==> config.mk <==
export PLATFORM = sky130hd
export DESIGN_NAME = atm_ledger_arbiter
export DESIGN_NICKNAME = d
export VERILOG_FILES = /design/src/rtl/atm_pkg.sv /design/src/rtl/rr_arbiter.sv /design/src/rtl/atm_ledger_arbiter.sv
export SDC_FILE = /design/constraint.sdc
export NUM_CORES = 1
export LEC_CHECK = 0
export CAP_MARGIN = 20
export CELL_PAD_IN_SITES_DETAIL_PLACEMENT = 0
export CELL_PAD_IN_SITES_GLOBAL_PLACEMENT = 1
export CORE_MARGIN = 4
export CORE_UTILIZATION = 52
export CTS_BUF_LIST = sky130_fd_sc_hd__clkbuf_16
export CTS_CLUSTER_SIZE = 16
export DETAILED_ROUTE_END_ITERATION = 8
export DONT_BUFFER_PORTS = 1
export PLACE_DENSITY_LB_ADDON = 0.1
export SLEW_MARGIN = 5
export SYNTH_ARGS = -nofsm -noshare
export SYNTH_HDL_FRONTEND = slang
export SYNTH_SLANG_ARGS = --single-unit
==> constraint.sdc <==
create_clock -name clk -period 5.7 [get_ports clk]
set_input_delay 1.71 -clock clk [delete_from_list [all_inputs] [get_ports clk]]
set_output_delay 1.71 -clock clk [all_outputs]
set_load 0.01 [all_outputs]
==> src/rtl/atm_pkg.sv <==
// Shared types for the ATM ledger arbiter: FSM state, operation codes and
// completion error codes.
package atm_pkg;

    typedef enum logic [2:0] {
        ST_IDLE,
        ST_CHECK,
        ST_COMMIT,
        ST_RESP,
        ST_RELEASE
    } state_t;

    localparam logic OP_INQ = 1'b0;
    localparam logic OP_WDR = 1'b1;

    localparam logic [1:0] ERR_NONE  = 2'd0;
    localparam logic [1:0] ERR_ZERO  = 2'd1;
    localparam logic [1:0] ERR_FUNDS = 2'd2;
    localparam logic [1:0] ERR_LIMIT = 2'd3;

endpackage

==> src/rtl/rr_arbiter.sv <==
// Combinational round-robin picker: selects the first requester at or after
// ptr, wrapping modulo N_TERM.
module rr_arbiter #(
    parameter int N_TERM = 2,
    parameter int IDX_W  = 1
) (
    input  logic [N_TERM-1:0] req,
    input  logic [IDX_W-1:0]  ptr,
    output logic [N_TERM-1:0] pick,
    output logic [IDX_W-1:0]  idx,
    output logic              any
);

    logic [IDX_W:0] cand;

    always_comb begin
        pick = '0;
        idx  = '0;
        any  = 1'b0;
        cand = '0;
        for (int k = 0; k < N_TERM; k++) begin
            // One extra bit so ptr + k cannot overflow before the wrap.
            cand = {1'b0, ptr} + (IDX_W+1)'(k);
            if (cand >= (IDX_W+1)'(N_TERM))
                cand = cand - (IDX_W+1)'(N_TERM);
            if (!any && req[cand[IDX_W-1:0]]) begin
                any                     = 1'b1;
                pick[cand[IDX_W-1:0]]   = 1'b1;
                idx                     = cand[IDX_W-1:0];
            end
        end
    end

endmodule

==> src/rtl/atm_ledger_arbiter.sv <==
// Shares one account ledger between N_TERM ATM terminals: round-robin grant,
// withdrawal validation against balance and daily limit, debit commit.
module atm_ledger_arbiter
    import atm_pkg::*;
#(
    parameter int N_TERM      = 2,
    parameter int AMT_W       = 16,
    parameter int INIT_BAL    = 20000,
    parameter int DAILY_LIMIT = 15000
) (
    input  logic                    clk,
    input  logic                    rst,
    input  logic [N_TERM-1:0]       req,
    input  logic [N_TERM-1:0]       op,
    input  logic [N_TERM*AMT_W-1:0] amt,
    input  logic                    day_rollover,
    output logic [N_TERM-1:0]       grant,
    output logic                    busy,
    output logic                    done,
    output logic                    ok,
    output logic [1:0]              err,
    output logic [AMT_W-1:0]        bal_out
);

    localparam int IDX_W = (N_TERM > 1) ? $clog2(N_TERM) : 1;
    localparam logic [AMT_W:0]   LIMIT = (AMT_W+1)'(DAILY_LIMIT);
    localparam logic [AMT_W-1:0] BAL0  = AMT_W'(INIT_BAL);
    localparam logic [IDX_W-1:0] LAST  = IDX_W'(N_TERM - 1);

    state_t             state;
    logic [AMT_W-1:0]   balance;
    logic [AMT_W-1:0]   withdrawn;
    logic [IDX_W-1:0]   rr_ptr;
    logic [IDX_W-1:0]   own_idx;
    logic               lat_op;
    logic [AMT_W-1:0]   lat_amt;
    logic               res_ok;
    logic [1:0]         res_err;

    logic [N_TERM-1:0]  pick;
    logic [IDX_W-1:0]   pick_idx;
    logic               pick_any;
    logic [AMT_W:0]     wd_sum;

    rr_arbiter #(
        .N_TERM (N_TERM),
        .IDX_W  (IDX_W)
    ) u_rr (
        .req  (req),
        .ptr  (rr_ptr),
        .pick (pick),
        .idx  (pick_idx),
        .any  (pick_any)
    );

    // Carry bit kept so a large withdrawal cannot wrap past the limit check.
    assign wd_sum = {1'b0, withdrawn} + {1'b0, lat_amt};

    always_ff @(posedge clk or posedge rst) begin
        if (rst) begin
            state     <= ST_IDLE;
            grant     <= '0;
            busy      <= 1'b0;
            done      <= 1'b0;
            ok        <= 1'b0;
            err       <= ERR_NONE;
            bal_out   <= '0;
            balance   <= BAL0;
            withdrawn <= '0;
            rr_ptr    <= '0;
            own_idx   <= '0;
            lat_op    <= OP_INQ;
            lat_amt   <= '0;
            res_ok    <= 1'b0;
            res_err   <= ERR_NONE;
        end else begin
            done <= 1'b0;
            if (day_rollover)
                withdrawn <= '0;

            case (state)
                ST_IDLE: begin
                    if (pick_any) begin
                        grant   <= pick;
                        own_idx <= pick_idx;
                        lat_op  <= op[pick_idx];
                        lat_amt <= amt[pick_idx*AMT_W +: AMT_W];
                        busy    <= 1'b1;
                        state   <= ST_CHECK;
                    end
                end
                ST_CHECK: begin
                    res_ok  <= 1'b0;
                    res_err <= ERR_NONE;
                    state   <= ST_RESP;
                    if (lat_op == OP_INQ)
                        res_ok <= 1'b1;
                    else if (lat_amt == '0)
                        res_err <= ERR_ZERO;
                    else if (lat_amt > balance)
                        res_err <= ERR_FUNDS;
                    else if (wd_sum > LIMIT)
                        res_err <= ERR_LIMIT;
                    else begin
                        res_ok <= 1'b1;
                        state  <= ST_COMMIT;
                    end
                end
                ST_COMMIT: begin
                    // A rollover landing here restarts the day with this debit.
                    balance   <= balance - lat_amt;
                    withdrawn <= day_rollover ? lat_amt : wd_sum[AMT_W-1:0];
                    state     <= ST_RESP;
                end
                ST_RESP: begin
                    done    <= 1'b1;
                    ok      <= res_ok;
                    err     <= res_err;
                    bal_out <= balance;
                    rr_ptr  <= (own_idx == LAST) ? '0 : own_idx + 1'b1;
                    state   <= ST_RELEASE;
                end
                ST_RELEASE: begin
                    if (!req[own_idx]) begin
                        grant <= '0;
                        busy  <= 1'b0;
                        state <= ST_IDLE;
                    end
                end
                default: state <= ST_IDLE;
            endcase
        end
    end

endmodule

Yosys cells after proc, flatten, opt, wreduce, memory -nomap -nowiden
Index checks and enable logic that the tools add are counted.
Operators by class
  add/subtract/negate cells: 6
  magnitude comparators: 10
  eq/ne operators: 6
  shift-type cells: 1
  muxes and demuxes: 46
  bitwise operators: 1
  reduce and logical (&&, ||, !) cells: 11
Operators with widths (count)
  2-to-1 mux 16 bit: 3
  indexed part select 32 x 6 -> 16 bit: 1
  2-to-1 mux 1 bit: 28
  adder 16 x 16 -> 17 bit: 1
  greater-than comparator 17 x 14 -> 1 bit (second input constant): 1
  greater-than comparator 16 bit: 1
  zero test 16 bit: 1
  2-to-1 mux 2 bit: 8
  subtractor 16 bit: 1
  one-hot mux 3 bit (5 select lines): 1
  < comparator 1 x 2 -> 1 bit (second input constant): 4
  == test 3 x 2 -> 1 bit (second input constant): 2
  2-to-1 mux 3 bit: 2
  != test 2 bit (second input constant): 2
  one-hot mux 2 bit (2 select lines): 1
  AND reduction 2 bit: 2
  nonzero test 2 bit: 2
  == test 3 x 1 -> 1 bit (second input constant): 1
  == test 3 bit (second input constant): 1
  logical AND 1 bit: 3
  zero test 3 bit: 1
  AND reduction 3 bit: 1
  adder 1 x 1 -> 2 bit (second input constant): 1
  demux 1 bit (select 1 bit): 2
  other kinds (8): 10
Word-level totals
  flip-flop bits (word level): 80
  input port bits: 39
  output and inout port bits: 23
  word-level logic and storage cells: 96

Logic depth before layout (Yosys ltp)
  depth after elaboration: 11
  mapped depth: 11
  gate-level depth less buffers: 11

By module
From an unflattened synthesis, not the netlist that was laid out.
Unflattened totals
  cell total of the unflattened synthesis: 551
  area total of the unflattened synthesis: 4914.7 um^2
By module, submodules not included
  atm_ledger_arbiter: times used 1, cells an instance 546, area an instance 4882.2 um^2, seq. area each 2008.2 um^2
  rr_arbiter: times used 1, cells an instance 5, area an instance 32.5 um^2, seq. area each 0.0 um^2

Worst setup path before layout
OpenSTA, ideal clock, no wires.
  kind: input -> register
  start point: input port req[0]
  end point: register lat_amt[0]
  library setup time: 0.136 ns
  arrival time: 3.051 ns
  data required time: 5.564 ns
  path slack: 2.512 ns
  stages: 6
  buffers on the path: 2
  cells stage by stage: inv_1 > o21ai_0 > buf_1 > clkbuf_1 > mux2i_1 > o21ai_0
On the way
  cells in the longest elaborated chain, start to end: 7
  elaborated cells between the ends (all ways): 12
  classes of those cells: 1 x shift; 8 x mux; 3 x reduce/logical
Ends and longest elaborated chain
  start, declared: RTL line atm_ledger_arbiter.sv:13  | input logic [N_TERM-1:0] req,
  2-to-1 mux 1 bit (implied by the code) (2 in series): RTL line rr_arbiter.sv:26  | if (!any && req[cand[IDX_W-1:0]]) begin
  2-to-1 mux 1 bit: RTL line rr_arbiter.sv:26
  zero test 1 bit: RTL line rr_arbiter.sv:26
  logical AND 1 bit: RTL line rr_arbiter.sv:26
  2-to-1 mux 1 bit: RTL line rr_arbiter.sv:26
  indexed part select 32 x 6 -> 16 bit / AND reduction 2 bit (equally long branches)
  end signal, assigned: RTL line atm_ledger_arbiter.sv:87  | lat_amt <= amt[pick_idx*AMT_W +: AMT_W];
  end, declared: RTL line atm_ledger_arbiter.sv:36  | logic [AMT_W-1:0] lat_amt;
Parallel ways exist; a longest one is shown, timed or not. The select of a mux whose other input is x is not followed.
A chain may end at the register's enable or synchronous reset.

Final worst setup path
  start point: register lat_amt[0]
  end point: register state[0]
On the way
  cells in the longest elaborated chain, start to end: 7
  elaborated cells between the ends (all ways): 9
  classes of those cells: 1 x add/sub; 2 x order compare; 5 x mux; 1 x reduce/logical
Ends and longest elaborated chain
  adder 16 x 16 -> 17 bit: RTL line atm_ledger_arbiter.sv:57  | assign wd_sum = {1'b0, withdrawn} + {1'b0, lat_amt};
  greater-than comparator 17 x 14 -> 1 bit: RTL line atm_ledger_arbiter.sv:102  | else if (wd_sum > LIMIT)
  2-to-1 mux 1 bit: RTL line atm_ledger_arbiter.sv:102
  2-to-1 mux 1 bit: RTL line atm_ledger_arbiter.sv:100  | else if (lat_amt > balance)
  2-to-1 mux 1 bit (*): RTL line atm_ledger_arbiter.sv:98  | else if (lat_amt == '0)
  2-to-1 mux 1 bit (*): RTL line atm_ledger_arbiter.sv:96  | if (lat_op == OP_INQ)
  one-hot mux 3 bit (5 select lines) (*): RTL line atm_ledger_arbiter.sv:81  | case (state)
  end signal, assigned: RTL line atm_ledger_arbiter.sv:89  | state <= ST_CHECK;
  end signal, assigned: RTL line atm_ledger_arbiter.sv:95  | state <= ST_RESP;
  end signal, assigned: RTL line atm_ledger_arbiter.sv:106  | state <= ST_COMMIT;
  end, declared: RTL line atm_ledger_arbiter.sv:30  | state_t state;
Every way passes the cells marked *; elsewhere a longest branch is shown, timed or not.

==> reports/metrics.cfg <==
[route]
drt_iter0_markers=186
route.vias.total=4087
detail_route.wirelength_mm=12.2
avgRoutedWirePerCell_um=17.3
drc=0
detailedRoute.firstPassIterationCount=4
post_detailed_route_via_to_cell_ratio=5.81
detail-route-antenna-nets=0

[timing]
fin_skew_ns=0.00705
max-slew-margin-rel_pct=37.7
hold_viol_final=0
finalCriticalPeriod_ns=3.19
grt_setup_unrepaired=no
final-setup-viol-count=0
fin_worst_hold_slack_ns=0.478
tns_setup_ns=0
timing_worst_slew_pin_value_ns=0.931
timing.final.ws_setup_ns=2.51
timing_max_transition_violations_final=0
achievable-frequency_mhz=313
final_min_period_over_clock_period_pct=56.0

[setup_path]
regToRegSetupSlack_ns=2.51
critical_path.max_stage_delay_ns=0.53
worstPathBufferInverterCount=1
worst_r2r_startpoint=lat_amt[0]
worstSetupEndpointType=flip-flop
crit_slowest_cell=or4_1
worst_path_dominant_cell_family=compound AO/OA/AOI/OAI gates
timing.setup.critical_path_class=flip-flop to flip-flop
r2r.worst_path.cells=11
worstPathArrival_ns=3.39
start_kind=flip-flop
required_ns=5.90
crit_path_max_fanout=5
r2r-end=state[0]
crit_path_cell_trace=ha_1 > inv_1 > fa_1 > nand2b_1 > a21oi_1 > or4_1 > a31oi_1 > o31ai_1 > o32a_1 > a2111oi_2 > a41oi_1

[clocking]
clk-insertion-delay-late_ns=0.34
ctsLongestPathBuffers=2
clk_pin_slew_worst_paths_ns=0.07
cts.htree.levels=3
clk_root_buf=clkbuf_16
cts.sinks=80
postCtsSetupRepairBufs=0
cts_made_buffers=9
hold_bufs_inserted_after_cts=0
post_cts_resized=0
cts_tree=built

[floorplanning]
floorplan.core_area_um2=9330
pin_count=62
floorplan.die.width_um=106
die_height_um=106
die_footprint_um2=11300
placement_rows=35
initial_core_util_pct=53.7

[logic_synthesis]
synth_edf_count=0
flip_flop_and_latch_count_after_synthesis=80
synth_async_sr_flop_share_pct=100
synth.net_count=650
synth_top_cell_by_area=dfrtp_1
ys.flop_type=dfrtp_1
top_cell_type_s_share_of_synthesized_area_pct=37.5
synth_cell_types=58
post-synth-top-count-cell=nand2_1
synth_area_leaders=dfrtp_1 (37%), nand2_1 (9.1%), ha_1 (8.0%)
ys_top_cells_by_count=nand2_1 (121), dfrtp_1 (75), o21ai_0 (58), ha_1 (32), inv_1 (30)
seq_area_frac_synth_pct=40.1
yosys_warnings=0
synth.cell_area_um2=5010
synth_cells=577
syn_area_per_cell_um2=8.68

[placed_design]
dpl_cell_area_um2=5130
finalWeightedCongestion=0.898
dpl.hpwl_mm=9.13
place.port_buffers=0
place_worst_setup_slack_ns=2.41

[power_and_ir_drop]
max-vdd-ir-drop_mv=0.293
power_density_nw_per_um2=696
totalPowerFinal_w=0.00380
leakage_power_total_nw=2.57

[grt]
first_global_vias=4004
grt_start_max_net_pins=51
grt_util_all_layers_pct=22.3
antenna_violations_before_repair=0
grt.overflow.total=0
grt_pass1_wl_mm=19.9

[final_layout]
antenna_cells_inserted=0
drive_above_1_share_pct=6.45
synthesis_to_layout_area_growth_pct=8.89
finish.instance_area_um2=5460
nets=642

[hold_path]
whs_path_depth=2
holdCritPathClass=flip-flop to flip-flop
holdPathEnd=balance[0]
min_from=balance[0]

[flow_run]
cap_violations=0

[outcome]
outcome=completed

[registers in the layout (all words and copies together) (netlist names), 2 cells and up]
name / count
res_err: 2
withdrawn: 16
balance: 16
err: 2
state: 3
grant: 2
bal_out: 16
lat_amt: 16
[stage by stage]
step,cells,util (%)
final,703,58.5
after detailed placement,686,55.0
after global routing,703,58.5
after global placement,684,54.7
after floorplan,577,-
after CTS,702,58.3
[how the worst max path moves through the flow]
stage	from	end	slack, ns	depth (start not counted)
final	lat_amt[0]	state[0]	2.51	11
after global routing	lat_amt[0]	state[0]	2.36	11
after CTS	lat_amt[0]	state[0]	2.53	11
after detailed placement	req[0]	lat_amt[1]	2.41	4
after global placement	req[0]	lat_amt[1]	2.42	4
after floorplan	rst	bal_out[0]	1.95	1
[cell usage in the layout (no fill, tap or decap), types with 3 or more instances in the layout]
| cell type | netlist | layout |
|---|---|---|
| a21oi_1 | 28 | 28 |
| or3_1 | 4 | 4 |
| and3_1 | 3 | 3 |
| a211o_1 | 3 | 3 |
| nand3b_1 | 3 | 3 |
| o21ai_0 | 58 | 57 |
| nand2_1 | 121 | 121 |
| inv_6 | 0 | 3 |
| nor2_1 | 23 | 23 |
| o31ai_1 | 4 | 4 |
| o21a_1 | 6 | 6 |
| clkbuf_16 | 0 | 9 |
| o2111ai_1 | 3 | 3 |
| o41ai_1 | 4 | 4 |
| nor3_1 | 10 | 10 |
| dfstp_2 | 5 | 5 |
| nor4_1 | 4 | 4 |
| a21o_1 | 12 | 12 |
| nand4_1 | 3 | 3 |
| a211oi_1 | 7 | 7 |
| dfrtp_1 | 75 | 75 |
| nor3b_1 | 3 | 3 |
| inv_1 | 30 | 29 |
| o21ai_1 | 6 | 5 |
| a31oi_1 | 6 | 6 |
| mux2i_1 | 25 | 25 |
| nand3_1 | 7 | 7 |
| ha_1 | 32 | 32 |
| xnor2_1 | 14 | 14 |
| nand2b_1 | 5 | 5 |
| nor2b_1 | 5 | 5 |
| xor2_1 | 10 | 10 |
[cell families (layout without fill, tap and decap cells)]
| family | after synthesis | in the layout | share of synthesized area [%] |
|---|---|---|---|
| simple gates | 199 | 199 | 17.6 |
| mux | 26 | 26 | 5.22 |
| buf+inv | 55 | 52 | 4.19 |
| compound gates | 159 | 159 | 20.0 |
| fa+ha+maj | 34 | 34 | 8.79 |
| flops | 80 | 80 | 40.1 |
| xor+xnor | 24 | 24 | 4.19 |
[tightest hold or removal path: stages (launching register included)]
cell and delay (ns):
dfrtp_1 0.34, nand2_1 0.04, o21ai_0 0.06
[per-layer routing]
metal | GRT usage (%) | vias to the layer above | part of all wire [%]
li1 | - | 2019 | -
met1 | 28.7 | 1941 | 44
met2 | 38.7 | 106 | 50
met3 | 2.73 | 21 | 4.1
met4 | 7.59 | 0 | 2.0
met5 | 0 | - | 0
[final cells by class]
type / count / area, µm²
flip-flops and latches: 80 / 2010
inverters: 31 / 118
fillers: 824 / 3870
repair buffers: 5 / 56.3
multi-input cells: 442 / 2800
well taps: 129 / 161
clock buffers: 9 / 225
clock inverters: 7 / 87.6
[report_power, final]
part / switching (W) / internal (W) / total, W
sequential: 0.000311 / 0.000839 / 0.00115
clock: 0.000263 / 0.000348 / 0.000612
combinational: 0.00118 / 0.000852 / 0.00204
No activity file was read; power rests on OpenSTA's default activity.
